--- src/rtl/mem_responder.sv ---
// Word-addressed memory slave with a ready/valid style request handshake, a
// programmable read latency, and range/conflict error reporting.
module mem_responder #(
    parameter int ADDR_W      = 8,
    parameter int DATA_W      = 8,
    parameter int DEPTH       = 256,
    parameter int WAIT_CYCLES = 1
) (
    input  logic              clk,
    input  logic              reset,
    input  logic              read_mem,
    input  logic              write_mem,
    input  logic [ADDR_W-1:0] addr,
    input  logic [DATA_W-1:0] wdata,
    input  logic              load_en,
    input  logic [ADDR_W-1:0] load_addr,
    input  logic [DATA_W-1:0] load_data,
    output logic              ready,
    output logic [DATA_W-1:0] rdata,
    output logic              rdata_valid,
    output logic              write_ack,
    output logic              err
);

    localparam int              IDX_W   = (DEPTH > 1) ? $clog2(DEPTH) : 1;
    localparam logic [ADDR_W:0] DEPTH_L = (ADDR_W + 1)'(DEPTH);
    localparam logic [3:0]      WAIT_L  = 4'(WAIT_CYCLES);

    typedef enum logic [1:0] {S_IDLE, S_WAIT, S_RESP} state_t;

    logic [DATA_W-1:0] r_mem [DEPTH];

    state_t            r_state, w_nextState;
    logic [3:0]        r_cnt, w_nextCnt;
    logic [ADDR_W-1:0] r_addr, w_nextAddr;
    logic [DATA_W-1:0] r_rdata, w_nextRdata;
    logic              r_valid, r_ack, r_err;
    logic              w_nextValid, w_nextAck, w_nextErr;
    logic              w_memWe;
    logic [ADDR_W-1:0] w_memWAddr;
    logic [DATA_W-1:0] w_memWData;
    logic [ADDR_W-1:0] w_rdAddr;
    logic              w_rdOk, w_reqOk, w_loadOk;
    logic [DATA_W-1:0] w_rdWord;

    // In IDLE a zero-latency read uses the live address; later it uses the latched one.
    assign w_rdAddr = (r_state == S_IDLE) ? addr : r_addr;
    assign w_rdOk   = {1'b0, w_rdAddr} < DEPTH_L;
    assign w_reqOk  = {1'b0, addr} < DEPTH_L;
    assign w_loadOk = {1'b0, load_addr} < DEPTH_L;
    assign w_rdWord = w_rdOk ? r_mem[w_rdAddr[IDX_W-1:0]] : '0;

    always_comb begin
        w_nextState = r_state;
        w_nextCnt   = r_cnt;
        w_nextAddr  = r_addr;
        w_nextRdata = r_rdata;
        w_nextValid = 1'b0;
        w_nextAck   = 1'b0;
        w_nextErr   = 1'b0;
        w_memWe     = 1'b0;
        w_memWAddr  = addr;
        w_memWData  = wdata;
        case (r_state)
            S_IDLE: begin
                if (load_en) begin
                    w_memWe    = w_loadOk;
                    w_memWAddr = load_addr;
                    w_memWData = load_data;
                end else if (read_mem && write_mem) begin
                    w_nextErr = 1'b1;
                end else if (write_mem) begin
                    w_memWe   = w_reqOk;
                    w_nextAck = w_reqOk;
                    w_nextErr = !w_reqOk;
                end else if (read_mem) begin
                    w_nextAddr = addr;
                    if (WAIT_CYCLES == 0) begin
                        w_nextState = S_RESP;
                        w_nextRdata = w_rdWord;
                        w_nextValid = 1'b1;
                        w_nextErr   = !w_rdOk;
                    end else begin
                        w_nextState = S_WAIT;
                        w_nextCnt   = WAIT_L;
                    end
                end
            end
            S_WAIT: begin
                if (r_cnt <= 4'd1) begin
                    w_nextState = S_RESP;
                    w_nextCnt   = 4'd0;
                    w_nextRdata = w_rdWord;
                    w_nextValid = 1'b1;
                    w_nextErr   = !w_rdOk;
                end else begin
                    w_nextCnt = r_cnt - 4'd1;
                end
            end
            S_RESP:  w_nextState = S_IDLE;
            default: w_nextState = S_IDLE;
        endcase
    end

    always_ff @(posedge clk) begin
        if (reset) begin
            r_state <= S_IDLE;
            r_cnt   <= 4'd0;
            r_addr  <= '0;
            r_rdata <= '0;
            r_valid <= 1'b0;
            r_ack   <= 1'b0;
            r_err   <= 1'b0;
        end else begin
            r_state <= w_nextState;
            r_cnt   <= w_nextCnt;
            r_addr  <= w_nextAddr;
            r_rdata <= w_nextRdata;
            r_valid <= w_nextValid;
            r_ack   <= w_nextAck;
            r_err   <= w_nextErr;
        end
    end

    // Storage survives reset, but nothing is written on a reset edge.
    always_ff @(posedge clk) begin
        if (!reset && w_memWe) begin
            r_mem[w_memWAddr[IDX_W-1:0]] <= w_memWData;
        end
    end

    assign ready       = (r_state == S_IDLE);
    assign rdata       = r_rdata;
    assign rdata_valid = r_valid;
    assign write_ack   = r_ack;
    assign err         = r_err;

endmodule
--- config.mk ---
export PLATFORM = sky130hd
export DESIGN_NAME = mem_responder
export DESIGN_NICKNAME = d
export VERILOG_FILES = /design/src/rtl/mem_responder.sv
export SDC_FILE = /design/constraint.sdc
export NUM_CORES = 2
export LEC_CHECK = 0
export ABC_AREA = 1
export CAP_MARGIN = 20
export CELL_PAD_IN_SITES_DETAIL_PLACEMENT = 0
export CELL_PAD_IN_SITES_GLOBAL_PLACEMENT = 1
export CORE_MARGIN = 2
export CORE_UTILIZATION = 25
export CTS_CLUSTER_DIAMETER = 200
export CTS_CLUSTER_SIZE = 20
export DETAILED_ROUTE_END_ITERATION = 12
export MAX_ROUTING_LAYER = met4
export PLACE_DENSITY = 0.52
export SLEW_MARGIN = 30
export SYNTH_ARGS = -nofsm -noshare
export SYNTH_HDL_FRONTEND = slang
export SYNTH_SLANG_ARGS = --single-unit
--- constraint.sdc ---
create_clock -name clk -period 4.05 [get_ports clk]
set_input_delay 0.81 -clock clk [delete_from_list [all_inputs] [get_ports clk]]
set_output_delay 0.81 -clock clk [all_outputs]
set_load 0.005 [all_outputs]
## After elaboration in Yosys (flattened, before gate mapping)

Memories as Yosys holds them, arrays and structs flattened. A register that Yosys moved wholly into a read port is not among the register bits.
Index checks and enable logic that the tools add are counted.

- Register bits after elaboration: 17
- Memory bits (writable): 2048
- Input port bits: 37
- Output and inout bits: 12
- Word-level logic and storage cells: 56
- Memories kept: 1

- $add $sub $neg: 1
- Magnitude comparators: 1
- Equality and inequality tests: 6
- Multiplexer cells: 25
- Bitwise operators: 5
- Reduce and logical (&&, ||, !) cells: 11

Memory list:

| memory | depth | bits a word | rd ports | clocked after Yosys merged registers in | wr ports | line | source |
|---|---|---|---|---|---|---|---|
| r_mem | 256 | 8 | 1 | 1 | 1 | 31 | `logic [DATA_W-1:0] r_mem [DEPTH];` |

Operators by type and width:

| kind | count |
|---|---|
| two-way mux 8 bit | 5 |
| two-way mux 4 bit | 5 |
| AND reduction 5 bit | 3 |
| two-way mux 2 bit | 5 |
| inequality test 2 bit, second input constant | 5 |
| two-way mux 1 bit | 8 |
| one-hot mux 4 bit (2 select lines) | 1 |
| NOT 1 bit | 5 |
| <= comparator 4 x 1 -> 1 bit, second input constant | 1 |
| one-hot mux 2 bit (2 select lines) | 1 |
| subtractor 4 x 1 -> 4 bit, second input constant | 1 |
| OR reduction 3 bit | 1 |
| equality test 2 x 1 -> 1 bit, second input constant | 1 |
| logical AND 1 bit | 2 |
| logical NOT 2 bit | 1 |
| AND reduction 2 bit | 1 |
| nonzero test 2 bit | 1 |
| OR reduction 2 bit | 1 |
| logical NOT 1 bit | 1 |

## Longest topological paths before layout

- Depth in word-level cells: 7
- Mapped depth: 19
- Gate-level depth less buffers: 16

## Worst setup path after synthesis

No wires, ideal clock.

- Path kind: input-to-reg
- Start point: in load_en
- End point: mem r_mem[0][0], data pin
- Library setup time: 0.556 ns
- Arrival: 2.933 ns
- Data required time: 3.494 ns
- Path slack: 0.561 ns
- Stages: 3
- Buffers on the path: 1
- Cells stage by stage: nand2_4 -> buf_2 -> mux2_2

- Word-level cells in the longest chain between the ends: 2

Ends and longest elaborated chain:

| what | line | source |
|---|---|---|
| start: declaration | 15 | `input logic load_en,` |
| two-way mux 8 bit | 66 | `if (load_en) begin` |
| two-way mux 8 bit | 64 | `case (r_state)` |
| named net w_memWData[0] | 41 | `logic [DATA_W-1:0] w_memWData;` |
| end: declaration | 31 |  |

The timed path passes the listed nets, and every way through them passes these cells.

## Worst setup path after layout

- Start point: reg r_state[1]
- End point: reg r_rdata[4], in the netlist rdata[4], read port of r_mem

- Word-level cells in the longest chain between the ends: 2
- Elaborated cells between the ends (all ways): 4
- Classes of those cells: eq/ne: 1; mux: 1; reduce/logical: 2

Ends and longest elaborated chain:

| what | line | source |
|---|---|---|
| start: declaration | 33 | `state_t r_state, w_nextState;` |
| start signal: assignment | 115 | `r_state <= w_nextState;` |
| equality test 2 x 1 -> 1 bit / logical NOT 2 bit (equally long branches) | 64, 47 |  |
| AND reduction 2 bit (no source line) / two-way mux 8 bit (equally long branches) | - |  |
| end: declaration | 36 | `logic [DATA_W-1:0] r_rdata, w_nextRdata;` |

Parallel ways exist; a longest one is shown, timed or not.
A chain may end at the register's enable or synchronous reset.

==> results.md <==
* Pwr/cell area at 405 nW/um^2
* Sink Count at 2073
* Via count at 61200
* Critical Path Source Type: flop
* DRC errors left at 0
* Max cap viols at 0
* Layout Area Growth over Synthesis at 15.7%
* Die Span Y at 605 um
* Vias/cell at 4.41
* H-tree levels at 3
* Post-synth net total at 8715
* Die footprint at 365000 um^2
* CP Capture Type: flop
* Min Tclk post-route at 3.57 ns
* Post-Syn Area at 90200 um^2
* Slew HR at 35.1%
* Worst Path Max Fanout at 35
* FFs w/ async S/R, synth at 0%
* Core Region at 359000 um^2
* Multi-input gate area at 20800 um^2
* Lkg Pwr at 41.4 nW
* Wire length per cell at 21.7 um
* Critical path data required time at 4.83 ns
* Dpl hpwl at 193000 um
* # rows at 220
* Sequential Area at 62000 um^2
* Post-Syn Instances at 8676
* CTS max path bufs at 4
* Area leader, netlist: edfxtp_1
* Initial antenna violation count at 18
* Clock latency on the worst-skew pair at 0.92 ns
* Ports at 49
* DRT antenna net count at 0
* Slew Limit Fails at 0
* Top-area cell type share of the netlist area at 68.2%
* Final instance area at 104000 um^2
* Clock Root Buffer: clkbuf_16
* Final Hold Fails at 0
* Ranking of synthesized cells by area: edfxtp_1 68%, nand2_1 11%, nand3_1 9.0%, inv_1 5.5%, buf_2 1.8%
* CTS Hold Bufs at 0
* Largest net degree at the start of global routing at 71
* Nets at 9102
* Final setup fails at 0
* Number of synthesized flops with an enable pin at 2048
* Initial core utilization at 25.1%
* Fill cells at 37400
* Setup_tns at 0 ns
* Critical Path AT at 4.35 ns
* Synthesized flop and latch total at 2073
* Commonest cells in the netlist: 2560 x nand2_1, 2048 x edfxtp_1, 1620 x nand3_1
* Count leader, synth: nand2_1
* Peak supply drop at 0.000350 V
* Die width at 605 um
* IO Port Bufs at 48
* Status: finished clean
* Mean Syn Cell Area at 10.4 um^2
* Sequential fraction of the synthesis area at 68.8%
* Hold Slack at 0.490 ns
* Util after Layout at 29.1%
* Total GRT Usage at 16.7%
* Global-route wire length before repair at 435000 um
* Worst slew pin tran at 0.970 ns
* HP Class: reg -> reg
* Share of cells above drive strength 1 at 9.62%
* TritonCTS clock tree: built
* Post-CTS sizing at 0
* Setup bufs post-CTS at 0
* Synthesis Warnings at 0
* Cell Area, Placed at 101000 um^2
* Commonest register cell after synthesis: edfxtp_1
* Period utilization at 88.1%
* Worst Setup Path Type: reg -> reg
* Total gr overflow at 0
* Initial DRC Count at 5746
* RSZ-0062 raised after global routing: no
* Vias in the first global route at 60000
* Drt pass-1 iters at 5
* Clock slew at reported path FFs at 0.10 ns
* Post-Route WL at 301000 um
* FMAX at 280 MHz
* CTS Buf Count at 117
* Final Skew at 0.0780 ns
* Routability cong. at 0.832
* Unique masters post-synth at 32
-- flip-flops by register name, indices dropped and copies added (netlist names) --
| signal | count |
|---|---|
| rdata_valid | 1 |
| rdata | 8 |
| write_ack | 1 |
| r_mem | 2048 |
| r_addr | 8 |
| err | 1 |
| r_cnt | 4 |
| r_state | 2 |
-- metrics by stage --
step	instances	total power [mW]	worst slack [ns]
detailed placement	13700	30.3	-0.101
finish	13900	42.2	0.483
CTS	13900	42.8	0.456
floorplan	8676	27.4	0.561
global placement	13700	30.3	-0.173
global route	13900	43.8	0.298
-- logic make-up (layout without fill, tap and decap cells) --
group	Yosys count	in the layout	share of synthesized area [%]
AO/OA/AOI/OAI	279	279	1.62
XOR/XNOR	1	1	0.00972
adder cells (fa/ha/maj)	2	2	0.0277
buffers and inverters	1821	2261	8.48
flip-flops	2073	2073	68.8
multiplexers	8	8	0.0999
other	0	11	0
AND/OR/NAND/NOR	4492	4492	21.0
-- placed cells by master, fill, tap and decap left out, drive strengths merged, types with 2 or more instances in the layout --
master,netlist,routed
clkbuf,68,168
nor3,2,2
ha,2,2
nor2,301,301
nand3,1620,1620
inv,1333,1336
nand2,2567,2567
o211ai,4,4
clkdlybuf4s50,0,48
a221oi,2,2
edfxtp,2048,2048
o21a,8,8
diode,0,11
dfxtp,25,25
buf,420,708
a21oi,11,11
a211oi,2,2
o21ai,251,251
mux2,8,8
-- where the power goes --
part | internal [mW] | switching (mW) | total, mW | leakage (nW)
combinational | 1.69 | 4.14 | 5.83 | 21.3
clock | 5.37 | 7.17 | 12.5 | 1.53
sequential | 23.8 | 0.0255 | 23.8 | 18.6
total | 30.9 | 11.3 | 42.2 | 41.4
-- worst max-delay path, cell delays in order (launching register included) --
cell	delay (ns)
dfxtp_1	0.37
nor2_4	0.39
buf_4	0.27
nand2_4	0.09
nand2_8	0.24
buf_12	0.28
buf_4	0.27
nand2_1	0.08
nand3_1	0.09
nand3_1	0.22
nand3_1	0.14
nand3_1	0.23
nand3_1	0.34
nand3_1	0.11
nand3_1	0.10
nand3_1	0.08
nand2_1	0.08
inv_1	0.04
-- path summary, 6_finish.rpt --
check / from / endpoint / slack (ns) / cells after the start
worst max-delay path: r_state[1]$_SDFFE_PP0P_ / rdata[4]$_SDFFE_PP0P_ / 0.48 / 17
worst max register to register: r_state[1]$_SDFFE_PP0P_ / rdata[4]$_SDFFE_PP0P_ / 0.48 / 17
worst min register to register: r_addr[7]$_SDFFE_PP0P_ / r_addr[7]$_SDFFE_PP0P_ / 0.49 / 2
worst min-delay path: r_addr[7]$_SDFFE_PP0P_ / r_addr[7]$_SDFFE_PP0P_ / 0.49 / 2
-- layout make-up --
class	instances	share of cell area (%)
inverter	1333	4.80
antenna	11	0.0264
sequential	2073	59.4
tap	4773	5.72
clock buffer	168	3.01
timing repair buffer	756	7.07
multi-input combinational	4782	19.9
clock inverter	4	0.0408
-- layer usage --
metal | part of all wire (%) | up-vias | global-route usage (%)
li1 | - | 29100 | -
met1 | 45 | 30500 | 21.8
met2 | 49 | 1324 | 27.9
met3 | 4.2 | 273 | 1.56
met4 | 2.5 | 0 | 3.78
met5 | 0 | - | -
Power figures use the tool's default switching activity.
